--- config.mk ---
export PLATFORM = sky130hd
export DESIGN_NAME = param_shift_unit
export DESIGN_NICKNAME = d
export VERILOG_FILES = /design/src/rtl/psu_pkg.sv /design/src/rtl/psu_step.sv /design/src/rtl/param_shift_unit.sv
export SDC_FILE = /design/constraint.sdc
export NUM_CORES = 1
export LEC_CHECK = 0
export ABC_CLOCK_PERIOD_IN_PS = 4100
export CAP_MARGIN = 20
export CORE_UTILIZATION = 50
export DETAILED_ROUTE_END_ITERATION = 10
export GPL_ROUTABILITY_DRIVEN = 0
export PLACE_DENSITY = 0.84
export RECOVER_POWER = 100
export SLEW_MARGIN = 20
export SYNTH_ARGS = -nofsm -noshare
export SYNTH_HDL_FRONTEND = slang
export SYNTH_SLANG_ARGS = --single-unit
export TNS_END_PERCENT = 20
--- constraint.sdc ---
create_clock -name clk -period 4.1 [get_ports clk]
set_input_delay 0.82 -clock clk [delete_from_list [all_inputs] [get_ports clk]]
set_output_delay 0.82 -clock clk [all_outputs]
set_load 0.05 [all_outputs]
--- src/rtl/psu_pkg.sv ---
// psu_pkg: shared definitions for the param_shift_unit slice.
//   - mode encodings PSU_SHL / PSU_SHR / PSU_ROL / PSU_ROR
//     (PSU_ROR becomes arithmetic right shift when PSU_ASR_EN is defined)
//   - FSM state encoding psu_state_e (IDLE / SHIFT / DONE)
//   - psu_clog2 helper used to size the shift counter
package psu_pkg;

  localparam logic [1:0] PSU_SHL = 2'b00;
  localparam logic [1:0] PSU_SHR = 2'b01;
  localparam logic [1:0] PSU_ROL = 2'b10;
  localparam logic [1:0] PSU_ROR = 2'b11;

  typedef enum logic [1:0] {
    IDLE  = 2'b00,
    SHIFT = 2'b01,
    DONE  = 2'b10
  } psu_state_e;

  // Ceiling log2; psu_clog2(WIDTH+1) bits can hold every count 0..WIDTH.
  function automatic int psu_clog2(input int value);
    int res;
    res = 0;
    while ((1 << res) < value) res++;
    return res;
  endfunction

endpackage

--- src/rtl/psu_step.sv ---
// psu_step: combinational single-bit shift/rotate step.
// Config macro: PSU_ASR_EN (defined -> mode 11 is arithmetic right shift,
//               undefined -> mode 11 is rotate right).
// Ports:
//   so_cur   in  WIDTH  current register word
//   mode     in  2      step mode (PSU_SHL/SHR/ROL/ROR)
//   ser_in   in  1      fill bit for SHL (bit 0) and SHR (bit WIDTH-1)
//   so_next  out WIDTH  word after one step
//   out_bit  out 1      bit leaving the word (wrapped bit for rotates)
module psu_step
  import psu_pkg::*;
#(
  parameter int WIDTH = 8
) (
  input  logic [WIDTH-1:0] so_cur,
  input  logic [1:0]       mode,
  input  logic             ser_in,
  output logic [WIDTH-1:0] so_next,
  output logic             out_bit
);

  always_comb begin
    so_next = so_cur;
    out_bit = 1'b0;
    case (mode)
      PSU_SHL: begin
        so_next = {so_cur[WIDTH-2:0], ser_in};
        out_bit = so_cur[WIDTH-1];
      end
      PSU_SHR: begin
        so_next = {ser_in, so_cur[WIDTH-1:1]};
        out_bit = so_cur[0];
      end
      PSU_ROL: begin
        so_next = {so_cur[WIDTH-2:0], so_cur[WIDTH-1]};
        out_bit = so_cur[WIDTH-1];
      end
      PSU_ROR: begin
`ifdef PSU_ASR_EN
        // Arithmetic right shift: sign bit is replicated.
        so_next = {so_cur[WIDTH-1], so_cur[WIDTH-1:1]};
`else
        so_next = {so_cur[0], so_cur[WIDTH-1:1]};
`endif
        out_bit = so_cur[0];
      end
      default: begin
        so_next = so_cur;
        out_bit = 1'b0;
      end
    endcase
  end

endmodule

--- src/rtl/param_shift_unit.sv ---
// param_shift_unit: parametrised multi-mode shift register with a counted
// shift controller. Parallel-loads a word, then on start performs 'amount'
// (saturated to WIDTH) single-bit steps, one per clock.
// Config macro: PSU_ASR_EN (selects ASR instead of ROR for mode 11, see psu_step).
// Ports:
//   clk       in  1      clock, rising edge
//   rst       in  1      asynchronous reset, active low
//   si        in  WIDTH  parallel load data
//   load      in  1      parallel load / abort strobe
//   start     in  1      begin shift sequence (sampled in IDLE only)
//   mode      in  2      step mode, latched with start
//   amount    in  CNT_W  number of steps, latched with start
//   ser_in    in  1      fill bit for SHL/SHR
//   so        out WIDTH  register contents
//   ser_out   out 1      bit that left on the most recent step
//   busy      out 1      high while in SHIFT
//   done      out 1      one-cycle pulse in DONE
//   state_dbg out 2      current FSM state (psu_state_e encoding)
//
// Handshake: start is a request accepted only when busy=0 and the FSM is idle;
// mode/amount are captured on that edge and ignored afterwards. Completion is
// signalled by a single-cycle done pulse; load at any time aborts without done.
module param_shift_unit
  import psu_pkg::*;
#(
  parameter int WIDTH = 8,
  parameter int CNT_W = psu_clog2(WIDTH + 1)
) (
  input  logic             clk,
  input  logic             rst,
  input  logic [WIDTH-1:0] si,
  input  logic             load,
  input  logic             start,
  input  logic [1:0]       mode,
  input  logic [CNT_W-1:0] amount,
  input  logic             ser_in,
  output logic [WIDTH-1:0] so,
  output logic             ser_out,
  output logic             busy,
  output logic             done,
  output logic [1:0]       state_dbg
);

  psu_state_e       state_q, state_d;
  logic [CNT_W-1:0] cnt_q, cnt_d;
  logic [1:0]       mode_q, mode_d;
  logic [WIDTH-1:0] so_q, so_d;
  logic             ser_out_q, ser_out_d;
  logic             busy_q, busy_d;
  logic             done_q, done_d;

  logic [WIDTH-1:0] step_so;
  logic             step_bit;

  psu_step #(.WIDTH(WIDTH)) u_step (
    .so_cur  (so_q),
    .mode    (mode_q),
    .ser_in  (ser_in),
    .so_next (step_so),
    .out_bit (step_bit)
  );

  always_ff @(posedge clk or negedge rst) begin
    if (!rst) begin
      state_q   <= IDLE;
      cnt_q     <= '0;
      mode_q    <= PSU_SHL;
      so_q      <= '0;
      ser_out_q <= 1'b0;
      busy_q    <= 1'b0;
      done_q    <= 1'b0;
    end else begin
      state_q   <= state_d;
      cnt_q     <= cnt_d;
      mode_q    <= mode_d;
      so_q      <= so_d;
      ser_out_q <= ser_out_d;
      busy_q    <= busy_d;
      done_q    <= done_d;
    end
  end

  always_comb begin
    state_d   = state_q;
    cnt_d     = cnt_q;
    mode_d    = mode_q;
    so_d      = so_q;
    ser_out_d = ser_out_q;
    if (load) begin
      // Load wins in every state; in SHIFT/DONE it aborts with no done pulse.
      so_d    = si;
      cnt_d   = '0;
      state_d = IDLE;
    end else begin
      case (state_q)
        IDLE: begin
          if (start) begin
            mode_d  = mode;
            cnt_d   = (amount > CNT_W'(WIDTH)) ? CNT_W'(WIDTH) : amount;
            state_d = SHIFT;
          end
        end
        SHIFT: begin
          if (cnt_q != '0) begin
            so_d      = step_so;
            ser_out_d = step_bit;
            cnt_d     = cnt_q - CNT_W'(1);
          end else begin
            state_d = DONE;
          end
        end
        DONE:    state_d = IDLE;
        default: state_d = IDLE;
      endcase
    end
    // busy/done are registered decodes of the next state.
    busy_d = (state_d == SHIFT);
    done_d = (state_d == DONE);
  end

  assign so        = so_q;
  assign ser_out   = ser_out_q;
  assign busy      = busy_q;
  assign done      = done_q;
  assign state_dbg = state_q;

endmodule

==> metrics.md <==
| Metric | Value |
|---|---|
| Synthesized area | 1100 µm² |
| Mapped Cells | 95 |
| Final hold violation count | 0 |
| Syn Nets | around 120 |
| Clock root cell | clkbuf_4 |
| Clock insertion delay at the later pin of the skew report | roughly 0.30 ns |
| Commonest cells in the netlist | dfrtp_1, mux2i_1, mux2_2, nand2b_1, nor3_1 |
| PD cells | approximately 480 nW/µm² |
| Vias in the first global route | 851 |
| Clock tree buffer depth | 2 |
| Worst path arrival time | between 2 and 3 ns |
| Global-route wire length before repair | 4010 µm |
| Outcome | completed |
| CTS Buf Count | 3 |
| Netlist cell types | 35 |
| Synth Flop Type | dfrtp_1 |
| Placed Cells | 149 |
| Post-CTS sizing | 0 |
| I/O Buffers | 31 |
| Sequential area share after synthesis | 0.432 |
| Largest net degree at the start of global routing | 20 |
| Synth area leader | dfrtp_1 |
| Rows | 16 |
| Final worst path period need | between 2 and 3 ns |
| Initial core utilization | 0.545 |
| Pre-CTS setup slack | 1.45 ns |
| Vert. Die Dim | 48.9 µm |
| H-tree depth | 1 |
| Hpwl dp | between 1500 and 2000 µm |
| Avg Inst Size Synth | approximately 12 µm² |
| Max cap viols | 0 |
| Worst-path fanout max | 17 |
| CP max stage cell | dlygate4sd3_1 |
| Total power | 682 µW |
| CP max stage delay | 0.79 ns |
| Post-route DRC | 0 |
| Crit Path Class | in2reg |
| VDD IR-drop max | 416 µV |
| Antenna Cells | 0 |
| Post-synth EDFFs | 0 |
| Relative slew slack | 0.440 |
| Post-cts hold buffer count | 0 |
| Synth Warn # | 0 |
| Drt pass-1 iters | 4 |
| Share of cells above drive strength 1 | 0.151 |
| Drt first-iter violations | 31 |
| WP buf/inv | 1 |
| Hold WC Path Type | reg2reg |
| Routed wire length | 2360 µm |
| Grt ovf | 0 |
| Final Setup Violations | 0 |
| Delay-heaviest family, CP | buffers and inverters |
| Critical path endpoint category | flip-flop |
| Startpoint types | input pin |
| Top-area cell type share of the netlist area | 0.432 |
| Initial antenna violation count | 0 |
| Worst Skew | approximately 0.0086 ns |
| IO Pins | 32 |
| Top-count cell post-synth | dfrtp_1 |
| Nets@finish | around 150 |
| Crit-path cells | dlygate4sd3_1 -> or3b_1 -> o21bai_1 -> a22o_1 |
| M1 WL | 1050 µm |
| Synth top area cells | dfrtp_1, mux2i_1, mux2_2 |
| Area growth, synth to finish | 30.0% |
| Metal3 WL | 150 µm |
| Worst setup margin | ~1.6 ns |
| Max Fclk | 0.395 GHz |
| Final Cycle Share | 0.617 |
| DR vias | 871 |
| DR WL met2 | 1140 µm |
| CTS Sinks | 19 |
| Setup Fix Bufs, Post-CTS | 0 |
| Static leakage | 0.000622 µW |
| Finished Layout Cells | 153 |
| Number of routed nets with antenna violations | 0 |
| Setup_tns | 0 ns |
| Clock-pin slew on the worst setup and hold paths | 0.11 ns |
| Via density | 5.69 |
| Die X | 48.9 µm |
| Worst-Margin Slew | 0.838 ns |
| Ys async rst share | 1.00 |
| Die area | about 2400 µm² |
| CTS tree | yes |
| Area of the core | 2020 µm² |
| Final slew viol count | 0 |
| Crit path required time | between 4 and 5 ns |
| Max layer used | met4 |
| RSZ-0062 raised after global routing | false |
| Avg WL per Cell | 15.4 µm |
| Synthesized flop and latch total | 19 |
| Gr usage total | 0.224 |
| Fill count | 156 |
cell families after synthesis:
| kind of cell | after synthesis | share of synthesized area |
|---|---|---|
| fa+ha+maj | 2 | 0.0227 |
| flops | 19 | 0.432 |
| simple gates | 25 | 0.144 |
| mux | 18 | 0.170 |
| xor+xnor | 1 | 0.00796 |
| buf+inv | 8 | 0.0398 |
| compound gates | 22 | 0.183 |
sequential cells by signal, summed over array words and instances, names as in the netlist:
register,flops
so,8
cnt_q,4
mode_q,2
state_dbg,2
busy,1
done,1
ser_out,1
metal layers:
| layer | track usage | vias to the layer above |
|---|---|---|
| met5 | 0 | - |
| met4 | 0.0637 | 0 |
| met3 | 0.0717 | 2 |
| met2 | 0.352 | 33 |
| met1 | 0.295 | 417 |
| li1 | - | 419 |
report_power, final:
part           switching (µW)  internal (µW)  leakage (µW)  total, µW
clock network            56.7           36.4     0.0000177       93.1
registers                49.5            224      0.000240        273
logic                     183            133      0.000365        316
layout make-up:
class | count | area (µm²) | area share
Multi-Input combinational cell | 68 | 569 | 0.398
Sequential cell | 19 | 475 | 0.332
Timing Repair Buffer | 31 | 310 | 0.217
Tap cell | 27 | 33.8 | 0.0236
Clock buffer | 3 | 22.5 | 0.0157
Inverter | 4 | 15.0 | 0.0105
Clock inverter | 1 | 5.00 | 0.00350
cells in the final DEF, fill, tap and decap left out, types with 2 or more instances in the layout:
master           Yosys  layout
ha_1                 2       2
mux2_2               6       6
nor3_1               5       5
nand2b_1             5       5
mux2i_1             12      12
nand2_1              3       3
dlygate4sd3_1        0      15
o21bai_1             1       2
o21ai_0              4       5
inv_1                4       4
a221o_2              3       3
dfrtp_1             19      19
clkdlybuf4s50_1      0      16
clkbuf_4             0       3
a22o_1               3       3
nor2_1               4       4
path summary, 6_finish.rpt:
kind | start | to | slack [ns] | depth (start not counted)
max in group asynchronous | rst | so[2] | 2.52 | 1
hold reg to reg | ser_out | ser_out | 0.56 | 2
setup reg to reg | cnt_q[0] | cnt_q[3] | 2.25 | 5
min in group asynchronous | rst | so[5] | 1.06 | 1
setup / recovery | load | cnt_q[0] | 1.57 | 4
hold / removal | ser_out | ser_out | 0.56 | 2
worst min-delay path, cell delays in order (launching register included):
cell and delay, ns:
dfrtp_1 0.36, o21ai_0 0.09, o21ai_0 0.07
metrics by stage:
stage | hold slack [ns] | instance area, µm² | util
floorplan | 0.497 | 1100 | -
global placement | 0.519 | 1420 | 0.700
detailed placement | 0.542 | 1420 | 0.700
CTS | 0.568 | 1440 | 0.714
global route | 0.602 | 1430 | 0.708
finish | 0.556 | 1430 | 0.708
No activity file was read; power rests on OpenSTA's default activity.
